File: src/rtl/uart_pkg.sv
// Shared UART definitions: receiver/transmitter state encoding and parity modes.
package uart_pkg;

    typedef enum logic [2:0] {
        IDLE      = 3'd0,
        START     = 3'd1,
        DATA      = 3'd2,
        PARITY    = 3'd3,
        STOP      = 3'd4,
        WAIT_HIGH = 3'd5
    } uart_state_e;

    localparam int PAR_EVEN = 0;
    localparam int PAR_ODD  = 1;

    // Parity bit that a correct frame carries for the given payload (zero-extended).
    function automatic logic parity_of(input logic [8:0] payload, input int mode);
        return (^payload) ^ (mode == PAR_ODD);
    endfunction

endpackage

File: src/rtl/uart_sync2.sv
// Two-flop synchronizer for an asynchronous single-bit input.
module uart_sync2 #(
    parameter logic RESET_VAL = 1'b1
) (
    input  logic clk,
    input  logic rst_n,
    input  logic d,
    output logic q
);

    logic meta;

    // Both stages start at the line's idle level so reset never looks like an edge.
    always_ff @(posedge clk or negedge rst_n) begin
        if (!rst_n) begin
            meta <= RESET_VAL;
            q    <= RESET_VAL;
        end else begin
            meta <= d;
            q    <= meta;
        end
    end

endmodule

File: src/rtl/uart_rx_gen.sv
// UART receiver: start/data/parity/stop framing with mid-bit sampling,
// a one-cycle data_valid pulse and a one-cycle frame_err pulse.
module uart_rx_gen
    import uart_pkg::*;
#(
    parameter int DATA_W       = 8,
    parameter int CLKS_PER_BIT = 16,
    parameter int PARITY_EN    = 0,
    parameter int PARITY_ODD   = 0
) (
    input  logic              sck,
    input  logic              rst_n,
    input  logic              RX,
    output logic [DATA_W-1:0] data_out,
    output logic              data_valid,
    output logic              parity_err,
    output logic              frame_err
);

    localparam int CNT_W    = (CLKS_PER_BIT > 1) ? $clog2(CLKS_PER_BIT) : 1;
    localparam int IDX_W    = $clog2(DATA_W);
    localparam int HALF     = (CLKS_PER_BIT - 1) / 2;
    localparam int PAR_MODE = (PARITY_ODD != 0) ? PAR_ODD : PAR_EVEN;

    // The cycle that detects the falling edge is already the first cycle of
    // the start bit, so the start check fires HALF cycles after the edge.
    // With HALF = 0 the detection cycle itself is the start sample.
    localparam bit              SKIP_START = (HALF == 0);
    localparam logic [CNT_W-1:0] START_LAST = CNT_W'((HALF > 0) ? HALF - 1 : 0);
    localparam logic [CNT_W-1:0] BIT_LAST   = CNT_W'(CLKS_PER_BIT - 1);
    localparam logic [IDX_W-1:0] IDX_LAST   = IDX_W'(DATA_W - 1);

    logic              rxs;
    uart_state_e       state, state_n;
    logic [CNT_W-1:0]  cnt, cnt_n;
    logic [IDX_W-1:0]  idx, idx_n;
    logic [DATA_W-1:0] shreg, shreg_n;
    logic              perr_q, perr_n;
    logic [DATA_W-1:0] dout_n;
    logic              dv_n, pe_n, fe_n;
    logic              bit_done;

    uart_sync2 #(.RESET_VAL(1'b1)) u_sync (
        .clk   (sck),
        .rst_n (rst_n),
        .d     (RX),
        .q     (rxs)
    );

    assign bit_done = (cnt == BIT_LAST);

    // State register plus all datapath registers and the registered output pulses.
    always_ff @(posedge sck or negedge rst_n) begin
        if (!rst_n) begin
            state      <= IDLE;
            cnt        <= '0;
            idx        <= '0;
            shreg      <= '0;
            perr_q     <= 1'b0;
            data_out   <= '0;
            data_valid <= 1'b0;
            parity_err <= 1'b0;
            frame_err  <= 1'b0;
        end else begin
            state      <= state_n;
            cnt        <= cnt_n;
            idx        <= idx_n;
            shreg      <= shreg_n;
            perr_q     <= perr_n;
            data_out   <= dout_n;
            data_valid <= dv_n;
            parity_err <= pe_n;
            frame_err  <= fe_n;
        end
    end

    // Next-state and datapath decisions; every sample point is a single compare on cnt.
    always_comb begin
        state_n = state;
        cnt_n   = cnt;
        idx_n   = idx;
        shreg_n = shreg;
        perr_n  = perr_q;
        dout_n  = data_out;
        dv_n    = 1'b0;
        pe_n    = 1'b0;
        fe_n    = 1'b0;

        case (state)
            IDLE: begin
                if (!rxs) begin
                    cnt_n   = '0;
                    idx_n   = '0;
                    perr_n  = 1'b0;
                    state_n = SKIP_START ? DATA : START;
                end
            end

            START: begin
                if (cnt == START_LAST) begin
                    cnt_n   = '0;
                    idx_n   = '0;
                    state_n = rxs ? IDLE : DATA;
                end else begin
                    cnt_n = cnt + CNT_W'(1);
                end
            end

            DATA: begin
                if (bit_done) begin
                    cnt_n   = '0;
                    shreg_n = {rxs, shreg[DATA_W-1:1]};
                    if (idx == IDX_LAST) begin
                        state_n = (PARITY_EN != 0) ? PARITY : STOP;
                    end else begin
                        idx_n = idx + IDX_W'(1);
                    end
                end else begin
                    cnt_n = cnt + CNT_W'(1);
                end
            end

            PARITY: begin
                if (bit_done) begin
                    cnt_n   = '0;
                    perr_n  = (rxs != parity_of(9'(shreg), PAR_MODE));
                    state_n = STOP;
                end else begin
                    cnt_n = cnt + CNT_W'(1);
                end
            end

            STOP: begin
                if (bit_done) begin
                    cnt_n = '0;
                    if (rxs) begin
                        dout_n  = shreg;
                        dv_n    = 1'b1;
                        pe_n    = (PARITY_EN != 0) ? perr_q : 1'b0;
                        state_n = IDLE;
                    end else begin
                        fe_n    = 1'b1;
                        state_n = WAIT_HIGH;
                    end
                end else begin
                    cnt_n = cnt + CNT_W'(1);
                end
            end

            WAIT_HIGH: begin
                if (rxs) begin
                    state_n = IDLE;
                end
            end

            default: begin
                state_n = IDLE;
                cnt_n   = '0;
                idx_n   = '0;
            end
        endcase
    end

endmodule

File: config.mk
export PLATFORM = sky130hd
export DESIGN_NAME = uart_rx_gen
export DESIGN_NICKNAME = d
export VERILOG_FILES = /design/src/rtl/uart_pkg.sv /design/src/rtl/uart_sync2.sv /design/src/rtl/uart_rx_gen.sv
export SDC_FILE = /design/constraint.sdc
export NUM_CORES = 1
export LEC_CHECK = 0
export ABC_AREA = 0
export BUFFER_PORTS_ARGS = -buffer_cell sky130_fd_sc_hd__buf_2
export CORE_MARGIN = 5
export CORE_UTILIZATION = 45
export CTS_BUF_LIST = sky130_fd_sc_hd__clkbuf_4 sky130_fd_sc_hd__clkbuf_8 sky130_fd_sc_hd__clkbuf_16
export CTS_CLUSTER_DIAMETER = 60
export CTS_CLUSTER_SIZE = 12
export DETAILED_ROUTE_END_ITERATION = 16
export MAX_ROUTING_LAYER = met4
export PLACE_DENSITY_LB_ADDON = 0.2
export SLEW_MARGIN = 15
export SYNTH_ARGS = -nofsm -noshare
export SYNTH_HDL_FRONTEND = slang
export SYNTH_SLANG_ARGS = --single-unit
File: constraint.sdc
create_clock -name sck -period 2.3 [get_ports sck]
set_input_delay 0.115 -clock sck [delete_from_list [all_inputs] [get_ports sck]]
set_output_delay 0.115 -clock sck [all_outputs]
set_load 0.03 [all_outputs]
==> results of run 1 <==
placed cells by master (no fill, tap or decap), types with 2 or more instances in the layout:
| master | n |
|---|---|
| buf_2 | 12 |
| ha_1 | 4 |
| o21ai_0 | 3 |
| and3_1 | 2 |
| a21oi_1 | 2 |
| nor4_1 | 2 |
| mux2_2 | 12 |
| nor2_1 | 5 |
| mux2_4 | 8 |
| mux2i_1 | 2 |
| dlygate4sd3_1 | 2 |
| dfrtp_1 | 28 |
| dfstp_2 | 2 |
| clkinv_2 | 2 |
| or3b_1 | 2 |
| inv_1 | 4 |
| clkbuf_4 | 5 |
| nor3b_1 | 2 |
| nand3_2 | 2 |
| nand2_1 | 4 |
| a22o_1 | 2 |
report_power, final:
part	leakage [nW]	internal, mW	switching, mW	total [mW]
clock	0.0308	0.110	0.170	0.279
combinational	0.387	0.208	0.231	0.438
sequential	0.406	0.588	0.111	0.700
state kept, by name, summed over array words and instances, names as in the netlist:
name,flops
data_out,8
shreg,8
cnt,4
idx,3
state,3
data_valid,1
frame_err,1
u_sync.meta,1
u_sync.q,1
layout make-up:
class	count	area share
Clock inverter	2	0.00635
Sequential cell	30	0.478
Inverter	4	0.00952
Timing Repair Buffer	14	0.0508
Tap cell	44	0.0349
Clock buffer	5	0.0238
Multi-Input combinational cell	72	0.397
worst reg2reg max path: stages, from the launching register on:
cell     delay [ns]
dfrtp_1        0.60
or3b_2         0.50
o32a_1         0.20
nand3_2        0.12
mux2_2         0.34
per-layer routing:
| layer | part of all wire | GRT usage | routed length (µm) |
|---|---|---|---|
| met5 | 0 | - | 0 |
| met4 | 0.014 | 0.0533 | 31 |
| met3 | 0.040 | 0.0405 | 92 |
| met2 | 0.45 | 0.187 | 1040 |
| met1 | 0.49 | 0.171 | 1130 |
cell families (layout without fill, tap and decap cells):
logic type	Yosys count	count (layout)	synth area share
flops	30	30	0.522
simple gates	30	30	0.131
mux	22	22	0.191
compound gates	14	14	0.0685
buf+inv	10	25	0.0451
fa+ha+maj	4	4	0.0347
other cells	1	1	0.00260
xor+xnor	1	1	0.00607
per-stage QoR:
step	cell area [µm²]	power (mW)	hold slack, ns	worst slack, ns	cells
2_1_floorplan	1440	1.08	-0.181	0.646	112
6_report	1580	1.42	0.345	0.453	171
3_3_place_gp	1510	1.13	0.180	0.504	162
3_5_place_dp	1510	1.14	0.182	0.457	162
5_1_grt	1580	1.54	0.369	0.328	171
4_1_cts	1580	1.43	0.363	0.451	171
worst paths after layout:
check | start | to | slack [ns] | depth (start not counted)
setup / recovery | state[1] | state[0] | 0.45 | 4
setup reg to reg | state[1] | state[0] | 0.45 | 4
hold reg to reg | u_sync.meta | u_sync.q | 0.36 | 0
hold / removal | rst_n | data_out[7] | 0.34 | 2
min in group sck | u_sync.meta | u_sync.q | 0.36 | 0
max in group asynchronous | rst_n | idx[0] | 1.54 | 2
==> results.md, run 1 <==
* Status: complete, no violations
* Clock skew at 0.00814 ns
* Worst Path Buf+Inv at 0
* Ranking of synthesized cells by area: dfrtp_1 49%, mux2_2 9.4%, mux2_4 8.3%
* Die H at 66.6 µm
* Worst Setup Start Kind: register
* Critical path class: register to register
* Slowest stage cell, crit path: dfrtp_1
* IO buf count at 12
* CTS buffer count at 5
* Hold-fix buffers at CTS at 2
* Fillcell total at 289
* CP max FO at 14
* HP Class: input pin to async pin
* TritonRoute pass-1 iters at 4
* Seq. cell area at 753 µm²
* H-tree depth at 2
* Syn Area/Cell at 12.9 µm²
* DRT Wirelength at 2.30 mm
* Crit-path cells: or3b_2, o32a_1, nand3_2, mux2_2
* Total gr overflow at 0
* Die width at 66.6 µm
* Post-CTS setup buffers at 0
* Final RePlAce weighted congestion at 0.832
* GRT Overall Usage at 0.130
* FF+latch count, synth at 30
* Syn nets at 119
* Vias in the first global route at 907
* Initial antenna violation count at 0
* Clk sink count at 30
* Routed len/inst at 13.4 µm
* I/O pin cnt at 14
* RSZ-0062 raised after global routing: no
* Clk pin slew, worst setup/hold paths at 0.09 ns
* Initial core utilization at 0.469
* Cells after Synth at 112
* Dpl hpwl at 1.62 mm
* CP max stage delay at 0.60 ns
* Area occupied by multi-input gates at 626 µm²
* Count leader, synth: dfrtp_1
* Delay-heaviest family, CP: simple AND/OR/NAND/NOR gates
* Ys flop type: dfrtp_1
* Max-slew headroom at 0.573
* Top cell types by occurrence after synthesis: 28 x dfrtp_1, 12 x mux2_2, 8 x mux2_4, 5 x nor2_1
* Crit. End Element: register
* Area Overhead vs Synth at 9.19%
* DRC viols at 0
* # setup viols final at 0
* Final setup TNS at 0 ns
* Register area share after synthesis at 0.522
* CTS tree: built
* NumNets Final at 134
* Row Count at 20
* Pwr Density at 899 mW/mm²
* Ratio of cells with drive above 1 in the final layout at 0.378
* Static Leak at 0.824 nW
* DRT iter0 DRCs at 41
* Largest net degree at the start of global routing at 31
* Post-synth cell types at 40
* Final period util at 0.803
* Post-synth EDFFs at 0
* Fraction of registers with async set/reset at 1.00
* ANT nets after route at 0
* Period minus WS final at 1.85 ns
* First-pass GRT wire length at 4.19 mm
* Layout Utilization at 0.512
* Critical Path AT at 2.06 ns
* Yosys Warn Count at 0
* Detail-routed via count per cell at 5.01
* Max Freq at 541 MHz
* CORE AREA at 0.00308 mm²
* Vias at 856
* Max-slew violations at 0
* DIE AREA at 0.00444 mm²
* Worst-margin pin slew at 0.641 ns
* Peak VDD IR at 0.457 mV
* Synth area leader: dfrtp_1
* CTS Buffer Depth at 2
* Worst path required time at 2.52 ns
* Antenna Diode Count at 0
* Clock Tree Root: clkbuf_4
* Hold Fails Final Rpt at 0
* Max_cap viols at 0
* Synth Cell Area at 0.00144 mm²
* Cts repair resizes at 0
* Clock Latency Late Sink at 0.32 ns
* Top cell type's share of synthesized area at 0.485
Power figures use the tool's default switching activity.
==> inputs of run 2 (changes only) <==
- clock period: 2.3 -> 1.8 ns (I/O delays scaled with it)
==> run 2 against run 1 <==
Clock skew decreased by 0.0058 ns. Flip-flop and latch count unchanged. Die area unchanged. Critical endpoint is now shreg[7]. Largest power group unchanged.
==> results.md, run 2 (same netlist as run 1, synthesis figures left out) <==
* CTS tree: built (unchanged)
* Psw at 712 µW (was 512 µW)
* Clk pwr share at 0.206 (was 0.197)
* Status: complete, no violations (unchanged)
* Reg2reg start: cnt[0] (was state[1])
* Peak VDD IR at 0.710 mV (was 0.457 mV)
* Area Overhead vs Synth at 15.4% (was 9.19%)
* Row Count at 20 (unchanged)
* Hold Fails Final Rpt at 0 (unchanged)
* DRT Wirelength at 2.52 mm (was 2.30 mm)
* CP startpoint: cnt[0] (was state[1])
* Max-slew headroom at 0.571 (was 0.573)
* DRC viols at 0 (unchanged)
* CP max stage delay at 0.55 ns (was 0.60 ns)
* Placed cell areas at 0.00158 mm² (was 0.00151 mm²)
* I/O pin cnt at 14 (unchanged)
* H-tree depth at 2 (unchanged)
* Ratio of cells with drive above 1 in the final layout at 0.445 (was 0.378)
* HP Class: input pin to async pin (unchanged)
* NumNets Final at 143 (was 134)
* Total gr overflow at 0 (unchanged)
* Crit. End Element: register (unchanged)
* Max_cap viols at 0 (unchanged)
* Initial antenna violation count at 0 (unchanged)
* CTS buffer count at 5 (unchanged)
* Post-CTS setup buffers at 0 (unchanged)
* Clock Latency Late Sink at 0.32 ns (about the same)
* Crit-path cells: ha_1, nand3_2, or4_4, mux2_4 (was or3b_2, o32a_1, nand3_2, mux2_2)
* Vias in the first global route at 994 (was 907)
* Crit path to: shreg[7] (was state[0])
* Clock skew at 0.00235 ns (was 0.00814 ns)
* IO buf count at 12 (unchanged)
* Max Freq at 573 MHz (was 541 MHz)
* R2R cell count at 4 (unchanged)
* Dpl hpwl at 1.79 mm (was 1.62 mm)
* Delay-heaviest family, CP: simple AND/OR/NAND/NOR gates (unchanged)
* Critical path class: register to register (unchanged)
* Most common cell after layout, fill and taps aside: dfrtp_1 (unchanged)
* Cell area after layout at 0.00167 mm² (was 0.00158 mm²)
* Reg-to-reg endpoint: shreg[7] (was state[0])
* Die H at 66.6 µm (unchanged)
* Final RePlAce weighted congestion at 0.905 (was 0.832)
* Clock Tree Root: clkbuf_4 (unchanged)
* Share of total power in sequential cells at 0.423 (was 0.494)
* Period minus WS final at 1.74 ns (was 1.85 ns)
* Detail-routed via count per cell at 5.12 (was 5.01)
* Slowest stage cell, crit path: or4_4 (was dfrtp_1)
* Worst Path Buf+Inv at 0 (unchanged)
* Worst Setup Start Kind: register (unchanged)
* CORE AREA at 0.00308 mm² (unchanged)
* Switching portion of total power at 0.344 (was 0.361)
* Max-slew violations at 0 (unchanged)
* Worst-margin pin slew at 0.644 ns (was 0.641 ns)
* P_int at 1.36 mW (was 906 µW)
* First-pass GRT wire length at 4.49 mm (was 4.19 mm)
* Area occupied by multi-input gates at 629 µm² (was 626 µm²)
* Antenna Diode Count at 0 (unchanged)
* Seq. cell area at 756 µm² (was 753 µm²)
* Biggest regs: data_out x8, shreg x8, cnt x4 (unchanged)
* Clk pin slew, worst setup/hold paths at 0.09 ns (about the same)
* DIE AREA at 0.00444 mm² (unchanged)
* CP max FO at 8 (was 14)
* Final setup TNS at 0 ns (unchanged)
* TritonRoute pass-1 iters at 4 (unchanged)
* # setup viols final at 0 (unchanged)
* Pwr Total at 2.07 mW (was 1.42 mW)
* Die width at 66.6 µm (unchanged)
* Vias at 927 (was 856)
* Largest net degree at the start of global routing at 31 (unchanged)
* Worst R2R Setup Slack at 0.06 ns (was 0.45 ns)
* Cell count along the critical path at 4 (unchanged)
* ANT nets after route at 0 (unchanged)
* Fillcell total at 269 (was 289)
* Worst path required time at 2.01 ns (was 2.52 ns)
* Combinational power share at 0.371 (was 0.309)
* Most frequent cells in the layout: 26 x dfrtp_1, 12 x mux2_2, 12 x buf_2 (was 28 x dfrtp_1, 12 x mux2_2, 12 x buf_2)
* CTS Buffer Depth at 2 (unchanged)
* DRT iter0 DRCs at 29 (was 41)
* Final period util at 0.969 (was 0.803)
* Pwr Density at 1240 mW/mm² (was 899 mW/mm²)
* Routed len/inst at 13.9 µm (was 13.4 µm)
* Clk sink count at 30 (unchanged)
* Critical Path AT at 1.96 ns (was 2.06 ns)
* Initial core utilization at 0.469 (unchanged)
* Static Leak at 0.876 nW (was 0.824 nW)
* GRT Overall Usage at 0.142 (was 0.130)
==> run 2: worst reg2reg max path, delay by kind of cell (launching register included) <==
family,cells,cell delay (ns)
adders and majority gates,1,0.22
and+or+nand+nor,2,0.69
DFF,1,0.39
muxes,1,0.34
==> run 2: cell type report <==
cell class / instances / area share
multi-input combinational: 72 / 0.378
sequential: 30 / 0.453
clock buffer: 7 / 0.0353
clock inverter: 1 / 0.00300
tap: 44 / 0.0330
timing repair buffer: 23 / 0.0886
inverter: 4 / 0.00901
==> run 2: worst min-delay path by stage <==
stage | from | slack, ns | cells past startpoint | end
after detailed placement | rst_n | 0.16 | 1 | cnt[3]
final | rst_n | 0.31 | 2 | cnt[3]
after global routing | u_sync.meta | 0.37 | 0 | u_sync.q
after floorplan | rst_n | -0.21 | 0 | cnt[0]
after CTS | rst_n | 0.34 | 2 | state[0]
after global placement | rst_n | 0.16 | 1 | cnt[1]
==> run 2: per-layer routing <==
metal  wire, µm  track usage
met1       1150        0.166
met2       1230        0.213
met3        103       0.0455
met4         37       0.0863
met5          0            -
==> run 2: metrics by stage <==
step / worst slack (ns) / hold slack (ns) / util / cells
floorplan: 0.146 / -0.206 / - / 112
global placement: 0.0827 / 0.160 / 0.512 / 171
detailed placement: 0.0733 / 0.159 / 0.512 / 171
CTS: 0.0586 / 0.336 / 0.539 / 181
global route: -0.0399 / 0.373 / 0.541 / 181
finish: 0.0561 / 0.312 / 0.541 / 181
==> run 2: repair_timing <==
item                                    4_1_cts  5_1_grt
resized for setup                             0        4
hold buffers                                  2        0
hold endpoints to repair                     29        0
endpoints found under the setup margin        0        6
==> run 2: power groups by stage <==
| stage | logic, mW | registers [mW] | clock network (mW) |
|---|---|---|---|
| after floorplan | 0.559 | 0.820 | 0 |
| after global placement | 0.726 | 0.878 | 0 |
| after detailed placement | 0.747 | 0.879 | 0 |
| after CTS | 0.752 | 0.865 | 0.446 |
| after global routing | 0.858 | 0.893 | 0.477 |
| final | 0.767 | 0.876 | 0.426 |
==> inputs of run 3 (changes only) <==
- clock period: 1.8 -> 1.72 ns (I/O delays scaled with it)
==> run 3 against run 2 <==
Clock skew increased by 0.0010 ns. Largest power group is now combinational cells. Critical endpoint is now shreg[0]. Critical path type unchanged. Non-clock buffer count increased by 6. Combinational power increased by 20%.
==> results.md, run 3 (same netlist as run 1, synthesis figures left out) <==
* DRC viols at 0 (unchanged)
* Max-slew headroom at 0.575 (was 0.571)
* Static Leak at 0.903 nW (was 0.876 nW)
* Largest net degree at the start of global routing at 31 (unchanged)
* Vias in the first global route at 984 (was 994)
* NumNets Final at 149 (was 143)
* Crit. End Element: register (unchanged)
* Dpl hpwl at 1.72 mm (was 1.79 mm)
* CTS buffer count at 5 (unchanged)
* Most common cell after layout, fill and taps aside: dfrtp_1 (unchanged)
* Clock skew at 0.00340 ns (was 0.00235 ns)
* Max_cap viols at 0 (unchanged)
* Placed cell areas at 0.00161 mm² (was 0.00158 mm²)
* Critical Path AT at 1.88 ns (was 1.96 ns)
* Initial antenna violation count at 0 (unchanged)
* Routed len/inst at 13.1 µm (was 13.9 µm)
* Cell area after layout at 0.00175 mm² (was 0.00167 mm²)
* CTS Buffer Depth at 2 (unchanged)
* Psw at 779 µW (was 712 µW)
* DRT Wirelength at 2.45 mm (was 2.52 mm)
* Final RePlAce weighted congestion at 0.879 (was 0.905)
* Die H at 66.6 µm (unchanged)
* Status: complete, no violations (unchanged)
* Worst Setup Start Kind: register (unchanged)
* Vias at 931 (was 927)
* Most frequent cells in the layout: 25 x dfrtp_1, 14 x buf_4, 12 x mux2_2, 12 x buf_2, 8 x mux2_4 (was 26 x dfrtp_1, 12 x mux2_2, 12 x buf_2)
* # setup viols final at 0 (unchanged)
* Clk sink count at 30 (unchanged)
* Antenna Diode Count at 0 (unchanged)
* P_int at 1.49 mW (was 1.36 mW)
* I/O pin cnt at 14 (unchanged)
* Share of total power in sequential cells at 0.402 (was 0.423)
* Ratio of cells with drive above 1 in the final layout at 0.497 (was 0.445)
* IO buf count at 12 (unchanged)
* Detail-routed via count per cell at 4.98 (was 5.12)
* GRT Overall Usage at 0.133 (was 0.142)
* Total gr overflow at 0 (unchanged)
* Final hold slack at 0.322 ns (was 0.312 ns)
* Clock Latency Late Sink at 0.31 ns (was 0.32 ns)
* Worst-margin pin slew at 0.637 ns (was 0.644 ns)
* DRT iter0 DRCs at 44 (was 29)
* TritonRoute pass-1 iters at 4 (unchanged)
* Worst path required time at 1.92 ns (was 2.01 ns)
* CP max FO at 8 (unchanged)
* Initial core utilization at 0.469 (unchanged)
* Die width at 66.6 µm (unchanged)
* Period minus WS final at 1.68 ns (was 1.74 ns)
* ANT nets after route at 0 (unchanged)
* RSZ-0062 raised after global routing: yes
* Peak VDD IR at 0.923 mV (was 0.710 mV)
* Switching portion of total power at 0.343 (was 0.344)
* Clk pwr share at 0.192 (was 0.206)
* Layout Utilization at 0.568 (was 0.541)
* Clk pin slew, worst setup/hold paths at 0.10 ns (was 0.09 ns)
* Max Freq at 596 MHz (was 573 MHz)
* Row Count at 20 (unchanged)
* Critical path class: register to register (unchanged)
* H-tree depth at 2 (unchanged)
* Hold Fails Final Rpt at 0 (unchanged)
* CORE AREA at 0.00308 mm² (unchanged)
* Combinational power share at 0.406 (was 0.371)
* Biggest regs: data_out x8, shreg x8, cnt x4 (unchanged)
* Max-slew violations at 0 (unchanged)
* Pwr Density at 1300 mW/mm² (was 1240 mW/mm²)
* Final period util at 0.975 (was 0.969)
* Fillcell total at 261 (was 269)
* HP Class: input pin to async pin (unchanged)
* Area Overhead vs Synth at 21.1% (was 15.4%)
* CTS tree: built (unchanged)
* Pwr Total at 2.27 mW (was 2.07 mW)
* First-pass GRT wire length at 4.42 mm (was 4.49 mm)
* Clock Tree Root: clkbuf_4 (unchanged)
* DIE AREA at 0.00444 mm² (unchanged)
[run 3: cell type report]
cell class	instances	area, µm²	share of cell area
repair buffers	29	196	0.112
well taps	44	55.1	0.0315
inverters	4	15.0	0.00859
multi-input cells	72	661	0.378
flip-flops and latches	30	757	0.433
clock buffers	6	51.3	0.0293
clock inverters	2	12.5	0.00716
[run 3: power groups by stage]
stage | logic [mW] | registers (mW) | clock network (mW)
global route | 1.02 | 0.933 | 0.500
finish | 0.921 | 0.914 | 0.436
detailed placement | 0.849 | 0.899 | 0
CTS | 0.861 | 0.889 | 0.457
floorplan | 0.585 | 0.859 | 0
global placement | 0.842 | 0.893 | 0
[run 3: final timing paths]
check	end	cells past startpoint	slack, ns	startpoint
worst max register to register	shreg[0]	3	0.04	state[2]
max in group asynchronous	cnt[0]	2	0.95	rst_n
min in group sck	u_sync.q	0	0.36	u_sync.meta
worst min register to register	u_sync.q	0	0.36	u_sync.meta
worst min-delay path	cnt[3]	2	0.32	rst_n
worst max-delay path	shreg[0]	3	0.04	state[2]
[run 3: worst max-delay path, stage by stage, from the launching register on]
cell	delay, ns
dfrtp_1	0.44
buf_6	0.15
or4_4	0.64
mux2_4	0.33
[run 3: stage by stage]
step | setup WS (ns) | std cells | setup TNS (ns)
floorplan | 0.0660 | 112 | 0
detailed placement | 0.00388 | 176 | 0
global placement | 0.00736 | 176 | 0
CTS | 0.00270 | 186 | 0
finish | 0.0433 | 187 | 0
global route | -0.0111 | 187 | -0.0111
[run 3: repair_timing]
action	4_1_cts	5_1_grt
hold endpoints to repair	29	0
buffers inserted	0	1
resized for setup	2	10
endpoints found under the setup margin	8	14
hold buffers	2	0
[run 3: layer usage]
layer  track usage  share of wire  vias up
met5             -              0        -
li1              -              -      459
met4        0.0305         0.0061        0
met2         0.200           0.46       18
met3        0.0422          0.045        2
met1         0.176           0.49      452
